$ cat src/rtl/alu.sv
// Registered two-operand ALU: 8 opcodes, 2*WIDTH-bit result one cycle after in_valid.
// Define ALU_FLAGS_EN to add registered zero/carry/neg flag outputs.
module alu #(
  parameter int WIDTH = 4
) (
  input  logic               clk,
  input  logic               rst,
  input  logic [WIDTH-1:0]   A,
  input  logic [WIDTH-1:0]   B,
  input  logic [2:0]         sel,
  input  logic               in_valid,
  output logic [2*WIDTH-1:0] Y,
  output logic               out_valid
`ifdef ALU_FLAGS_EN
  ,
  output logic               zero,
  output logic               carry,
  output logic               neg
`endif
);

  localparam int RW = 2 * WIDTH;

  typedef enum logic [2:0] {
    OP_ADD = 3'b000,
    OP_SUB = 3'b001,
    OP_AND = 3'b010,
    OP_OR  = 3'b011,
    OP_XOR = 3'b100,
    OP_NOT = 3'b101,
    OP_MUL = 3'b110,
    OP_CMP = 3'b111
  } op_e;

  logic [RW-1:0] a_ext, b_ext, result;
  logic          carry_next;

  assign a_ext = {{WIDTH{1'b0}}, A};
  assign b_ext = {{WIDTH{1'b0}}, B};

  // NOTE: defaults first so every path assigns every output; otherwise a latch is inferred.
  always_comb begin
    result     = '0;
    carry_next = 1'b0;
    case (op_e'(sel))
      OP_ADD: begin
        result     = a_ext + b_ext;
        carry_next = result[WIDTH];
      end
      OP_SUB: begin
        result     = a_ext - b_ext;
        carry_next = (A < B);
      end
      OP_AND: result = a_ext & b_ext;
      OP_OR:  result = a_ext | b_ext;
      OP_XOR: result = a_ext ^ b_ext;
      OP_NOT: result = {{WIDTH{1'b0}}, ~A};
      OP_MUL: result = a_ext * b_ext;
      OP_CMP: begin
        result[0] = (A > B);
        result[1] = (A == B);
        result[2] = (A < B);
      end
      default: result = '0;
    endcase
  end

  // NOTE: sequential state uses non-blocking assignments so all registers update together.
  always_ff @(posedge clk or posedge rst) begin
    if (rst) begin
      Y         <= '0;
      out_valid <= 1'b0;
    end else begin
      out_valid <= in_valid;
      if (in_valid) Y <= result;
    end
  end

`ifdef ALU_FLAGS_EN
  always_ff @(posedge clk or posedge rst) begin
    if (rst) begin
      zero  <= 1'b0;
      carry <= 1'b0;
      neg   <= 1'b0;
    end else if (in_valid) begin
      zero  <= (result == '0);
      carry <= carry_next;
      neg   <= result[RW-1];
    end
  end
`else
  // Flag logic is absent in this build; carry_next is intentionally unused.
  logic unused_carry;
  assign unused_carry = carry_next;
`endif

endmodule

$ cat config.mk
export PLATFORM = sky130hd
export DESIGN_NAME = alu
export DESIGN_NICKNAME = d
export VERILOG_FILES = /design/src/rtl/alu.sv
export SDC_FILE = /design/constraint.sdc
export NUM_CORES = 1
export LEC_CHECK = 0
export CORE_ASPECT_RATIO = 1.4
export CORE_MARGIN = 1.5
export CORE_UTILIZATION = 60
export CTS_BUF_LIST = sky130_fd_sc_hd__clkbuf_8
export DETAILED_ROUTE_END_ITERATION = 8
export PLACE_DENSITY = 0.86
export SLEW_MARGIN = 20
export SYNTH_ARGS = -nofsm -noshare
export SYNTH_HDL_FRONTEND = slang
export SYNTH_SLANG_ARGS = --single-unit
$ cat constraint.sdc
create_clock -name clk -period 1.1 [get_ports clk]
set_input_delay 0.22 -clock clk [delete_from_list [all_inputs] [get_ports clk]]
set_output_delay 0.22 -clock clk [all_outputs]
set_load 0.01 [all_outputs]
==> results.sh, run 1 <==
export IMPL_outcome="did not finish"
export IMPL_failed_stage="4_1_cts"
export IMPL_error="[ERROR DPL-0038] Utilization greater than 100%, impossible to legalize"
export IMPL_cts_resized=113
export IMPL_synth_xor_area_share_pct=2.49
export IMPL_port_buffers=22
export IMPL_clock_path_buffers=2
export IMPL_synth_warnings=0
export IMPL_synth_ff_type="dfrtp_1"
export IMPL_clockRootBuffer="clkbuf_8"
export IMPL_yosysTopAreaCell="ha_1"
export IMPL_cts_buffers_inserted=3
export IMPL_synth_edf_count=0
export IMPL_synthesis_nets=217
export IMPL_synth_top_cells_by_area="ha_1 (21%), dfrtp_1 (16%), fa_1 (8.5%)"
export IMPL_synth_top_family_by_area="adder cells"
export IMPL_dieWidth_um=43.9
export IMPL_post_cts_buffers=5
export IMPL_h_tree_depth=1
export IMPL_synth_compound_area_share_pct=19.8
export IMPL_postSynthAreaPerCell_sq_um=8.14
export IMPL_netlist_area_sq_um=1410
export IMPL_clock_sinks=9
export IMPL_yosys_area_share_adder_pct=29.9
export IMPL_num_rows=20
export IMPL_initial_core_util_pct=63.9
export IMPL_place_hpwl_um=4410
export IMPL_ys_ff_latch=9
export IMPL_syn_inst=173
export IMPL_die_h_um=60.3
export IMPL_yosysSeqAreaShare_pct=16.0
export IMPL_synth_cell_types=43
export IMPL_place_congestion=0.923
export IMPL_ys_async_sr_fraction_pct=100
export IMPL_place_ws_ns=-2.28
export IMPL_synth_area_mux_share_pct=4.09
export IMPL_cts_hold_buf=0
export IMPL_synth_simple_gate_area_share_pct=18.2
export IMPL_io_pins=23
export IMPL_synth_top_area_share_pct=21.3
Yosys cell counts (3+ instances only):
cell type,n
nor2b_1,3
nor3_1,4
dfrtp_1,9
ha_1,24
a21oi_1,10
nand2_1,12
xnor2_1,3
buf_2,5
nor2_1,16
a21o_1,3
fa_1,6
inv_1,22
nor3b_1,3
o21ai_0,8
nand2b_1,3
nand3_1,4
a211o_1,3
cell families after synthesis:
| kind of cell | Yosys count |
|---|---|
| xor gates and xnor gates | 4 |
| and+or+nand+nor | 51 |
| DFF | 9 |
| muxes | 5 |
| AOI/OAI and AO/OA | 42 |
| adders and majority gates | 30 |
| buffers and inverters | 32 |
through the flow:
stage	cell area, sq um	instances	setup TNS [ns]
after detailed placement	2120	265	-15.25
after global placement	2120	265	-14.00
after floorplan	1480	173	-7.72
==> inputs of run 2 (changes only) <==
==> config.mk (replaced) <==
export PLATFORM = sky130hd
export DESIGN_NAME = alu
export DESIGN_NICKNAME = d
export VERILOG_FILES = /design/src/rtl/alu.sv
export SDC_FILE = /design/constraint.sdc
export NUM_CORES = 1
export LEC_CHECK = 0
export CORE_AREA = 2 2 63 65
export DETAILED_ROUTE_END_ITERATION = 8
export DIE_AREA = 0 0 65 67
export PLACE_DENSITY_LB_ADDON = 0.15
export SLEW_MARGIN = 20
export SYNTH_ARGS = -nofsm -noshare
export SYNTH_HDL_FRONTEND = slang
export SYNTH_SLANG_ARGS = --single-unit
==> results.sh, run 2 <==
export IMPL_ff2ff_setup_slack_ns=0.22
export IMPL_initial_core_util_pct=39.0
export IMPL_hold_class="in2async"
export IMPL_violations="setup timing"
export IMPL_netlist_area_sq_um=1410
export IMPL_outcome="finished, violations left"
export IMPL_top_regs="Y x8, out_valid x1"
export IMPL_synth_top_family_by_area="adder cells"
export IMPL_clock_skew_ns=0
export IMPL_path_common_cell="ha_4"
export IMPL_path_depth=12
export IMPL_reg2regPathDepth=2
export IMPL_nNetsFinal=295
export IMPL_cts_clk_slew_worst_paths_ns=0.05
export IMPL_synth_warnings=0
export IMPL_tightest_slew_ns=0.336
export IMPL_critPathKind="in2reg"
export IMPL_crit_start="B[1]"
export IMPL_place_congestion=0.822
export IMPL_dp_cells=290
export IMPL_synth_cell_types=43
export IMPL_synth_common_cells="ha_1 (24), inv_1 (22), nor2_1 (16), nand2_1 (12), a21oi_1 (10)"
export IMPL_num_rows=22
export IMPL_h_tree_depth=1
export IMPL_io_pins=23
export IMPL_die_h_um=67
export IMPL_yosys_area_share_adder_pct=29.9
export IMPL_finalWorstSetupSlack_ns=-1.42
export IMPL_setup_viol_count_final=8
export IMPL_fin_hold_ws_ns=0.240
export IMPL_grt_max_degree=15
export IMPL_finalHoldViolations=0
export IMPL_synthMostInstantiatedCell="ha_1"
export IMPL_final_cells=298
export IMPL_timing_setup_tns_ns=-8.02
export IMPL_crit_buf_inv=3
export IMPL_crit_end="Y[7]"
export IMPL_finalPower_mw=1.86
export IMPL_synth_edf_count=0
export IMPL_clock_sinks=9
export IMPL_synth_ff_type="dfrtp_1"
export IMPL_finalCritPeriodShare_pct=229
export IMPL_maxCapViolations=0
export IMPL_grt_usage_pct=21.9
export IMPL_drive_above_1_share_pct=46.0
export IMPL_clockRootBuffer="clkbuf_8"
export IMPL_firstDrtPassIters=4
export IMPL_yosysTopAreaCell="ha_1"
export IMPL_postSynthAreaPerCell_sq_um=8.14
export IMPL_powerDensity_nw_per_um2=766
export IMPL_antenna_found_initial=0
export IMPL_slew_viol_final=0
export IMPL_cts_hold_buf=0
export IMPL_core_area_sq_um=3610
export IMPL_rsz0062_at_grt="yes"
export IMPL_grt_pass1_wl_um=7250
export IMPL_ys_async_sr_fraction_pct=100
export IMPL_dieWidth_um=65
export IMPL_dieArea_sq_um=4360
export IMPL_rr_endpoint="Y[7]"
export IMPL_drc=0
export IMPL_yosysSeqAreaShare_pct=16.0
export IMPL_synth_top_area_share_pct=21.3
export IMPL_path_delay_family="adder cells"
export IMPL_crit_path_end_kind="flop"
export IMPL_synth_xor_area_share_pct=2.49
export IMPL_cp_start_kind="input pin"
export IMPL_largest_reg_flops=8
export IMPL_synth_compound_area_share_pct=19.8
export IMPL_slew_headroom_pct=77.6
export IMPL_layout_commonest_cell="buf_4"
export IMPL_regMostFlops="Y"
export IMPL_via_count=1521
export IMPL_crit_path_max_incr_delay_ns=0.58
export IMPL_drt_iter0_drc=76
export IMPL_final_util_pct=67.3
export IMPL_syn_inst=173
export IMPL_slowest_stage="fa_1"
export IMPL_n_antenna_cell=0
export IMPL_fmax_ghz=0.397
export IMPL_gr_total_overflow=0
export IMPL_synth_area_mux_share_pct=4.09
export IMPL_routed_via_density=5.10
export IMPL_routedWlPerCell_um=14.7
export IMPL_arrival_ns=2.64
export IMPL_syn2layout_area_growth_pct=72.4
export IMPL_synth_simple_gate_area_share_pct=18.2
export IMPL_r2r_start="Y[7]"
export IMPL_clkLatencyLatePin_ns=0.23
export IMPL_vdd_ir_drop_max_mv=0.497
export IMPL_port_buffers=22
export IMPL_crit_chain="buf_8 -> buf_4 -> inv_1 -> nor2_2 -> fa_1 -> ha_4 -> ha_4 -> o21ai_1 -> o211ai_1 -> o41ai_2 -> a211o_1 -> mux2_4"
export IMPL_synth_top_cells_by_area="ha_1 (21%), dfrtp_1 (16%), fa_1 (8.5%)"
export IMPL_cts_buffers_inserted=3
export IMPL_period_needed_ns=2.52
export IMPL_final_cell_mix="buf_4 (55), inv_1 (14), nor2_1 (13)"
export IMPL_place_hpwl_um=3470
export IMPL_crit_required_ns=1.22
export IMPL_cts_tree="yes"
export IMPL_clock_path_buffers=2
export IMPL_leakage_nw=1.16
export IMPL_wl_um=4390
export IMPL_ys_ff_latch=9
export IMPL_cp_max_fo=2
export IMPL_postRouteAntennaNets=0
export IMPL_synthesis_nets=217
export IMPL_first_global_vias=1653
## run 2: worst min-delay path by stage
stage,start,to,slack (ns),cells past startpoint
floorplan,rst,Y[0],0.05,1
global placement,Y[1],Y[1],0.48,1
detailed placement,Y[1],Y[1],0.48,1
CTS,rst,Y[4],0.25,2
global route,rst,Y[3],0.29,2
finish,rst,Y[4],0.24,2
## run 2: layer usage
| layer | vias up | wire (um) | global-route usage, % |
|---|---|---|---|
| met5 | - | 0 | 0 |
| met4 | 0 | 66 | 4.26 |
| met3 | 9 | 96 | 4.22 |
| met2 | 21 | 2420 | 44.2 |
| met1 | 736 | 1800 | 23.4 |
| li1 | 755 | - | - |
## run 2: logic make-up (layout without fill, tap and decap cells)
logic type	count (synthesis)	in the layout
adder cells (fa/ha/maj)	30	30
multiplexers	5	5
AO/OA/AOI/OAI	42	42
XOR/XNOR	4	4
AND/OR/NAND/NOR	51	51
flip-flops	9	9
buffers and inverters	32	109
## run 2: layout make-up
cell class / instances / area, sq um
well taps: 48 / 60.1
fillers: 297 / 1180
repair buffers: 81 / 692
flip-flops and latches: 9 / 225
multi-input cells: 132 / 1310
clock buffers: 4 / 45.0
inverters: 24 / 95.1
## run 2: through the flow
| step | setup slack (ns) | cell area, sq um |
|---|---|---|
| final | -1.42 | 2430 |
| after global routing | -1.49 | 2430 |
| after CTS | -1.48 | 2330 |
| after detailed placement | -2.24 | 2130 |
| after global placement | -2.14 | 2130 |
| after floorplan | -1.41 | 1480 |
## run 2: what timing repair did
item                                    4_1_cts  5_1_grt
endpoints found under the setup margin       17        9
gates resized for setup                      76       20
setup buffers                                 4        0
pin swaps                                    27       18
cloned                                        0        0
## run 2: report_power, final
part	leakage, nW	switching, mW	internal (mW)
combinational	1.02	0.504	0.580
clock	0.0228	0.131	0.253
sequential	0.111	0.0207	0.371
total	1.16	0.656	1.20
Power figures use the tool's default switching activity.
==> inputs of run 3 (changes only) <==
--- a/config.mk
+++ b/config.mk
@@ -9,7 +9,6 @@
 export DETAILED_ROUTE_END_ITERATION = 8
 export DIE_AREA = 0 0 65 67
 export PLACE_DENSITY_LB_ADDON = 0.15
-export SLEW_MARGIN = 20
 export SYNTH_ARGS = -nofsm -noshare
 export SYNTH_HDL_FRONTEND = slang
 export SYNTH_SLANG_ARGS = --single-unit
==> results of run 3 <==
The final DEF is identical to that of run 2; final timing and power are the same.
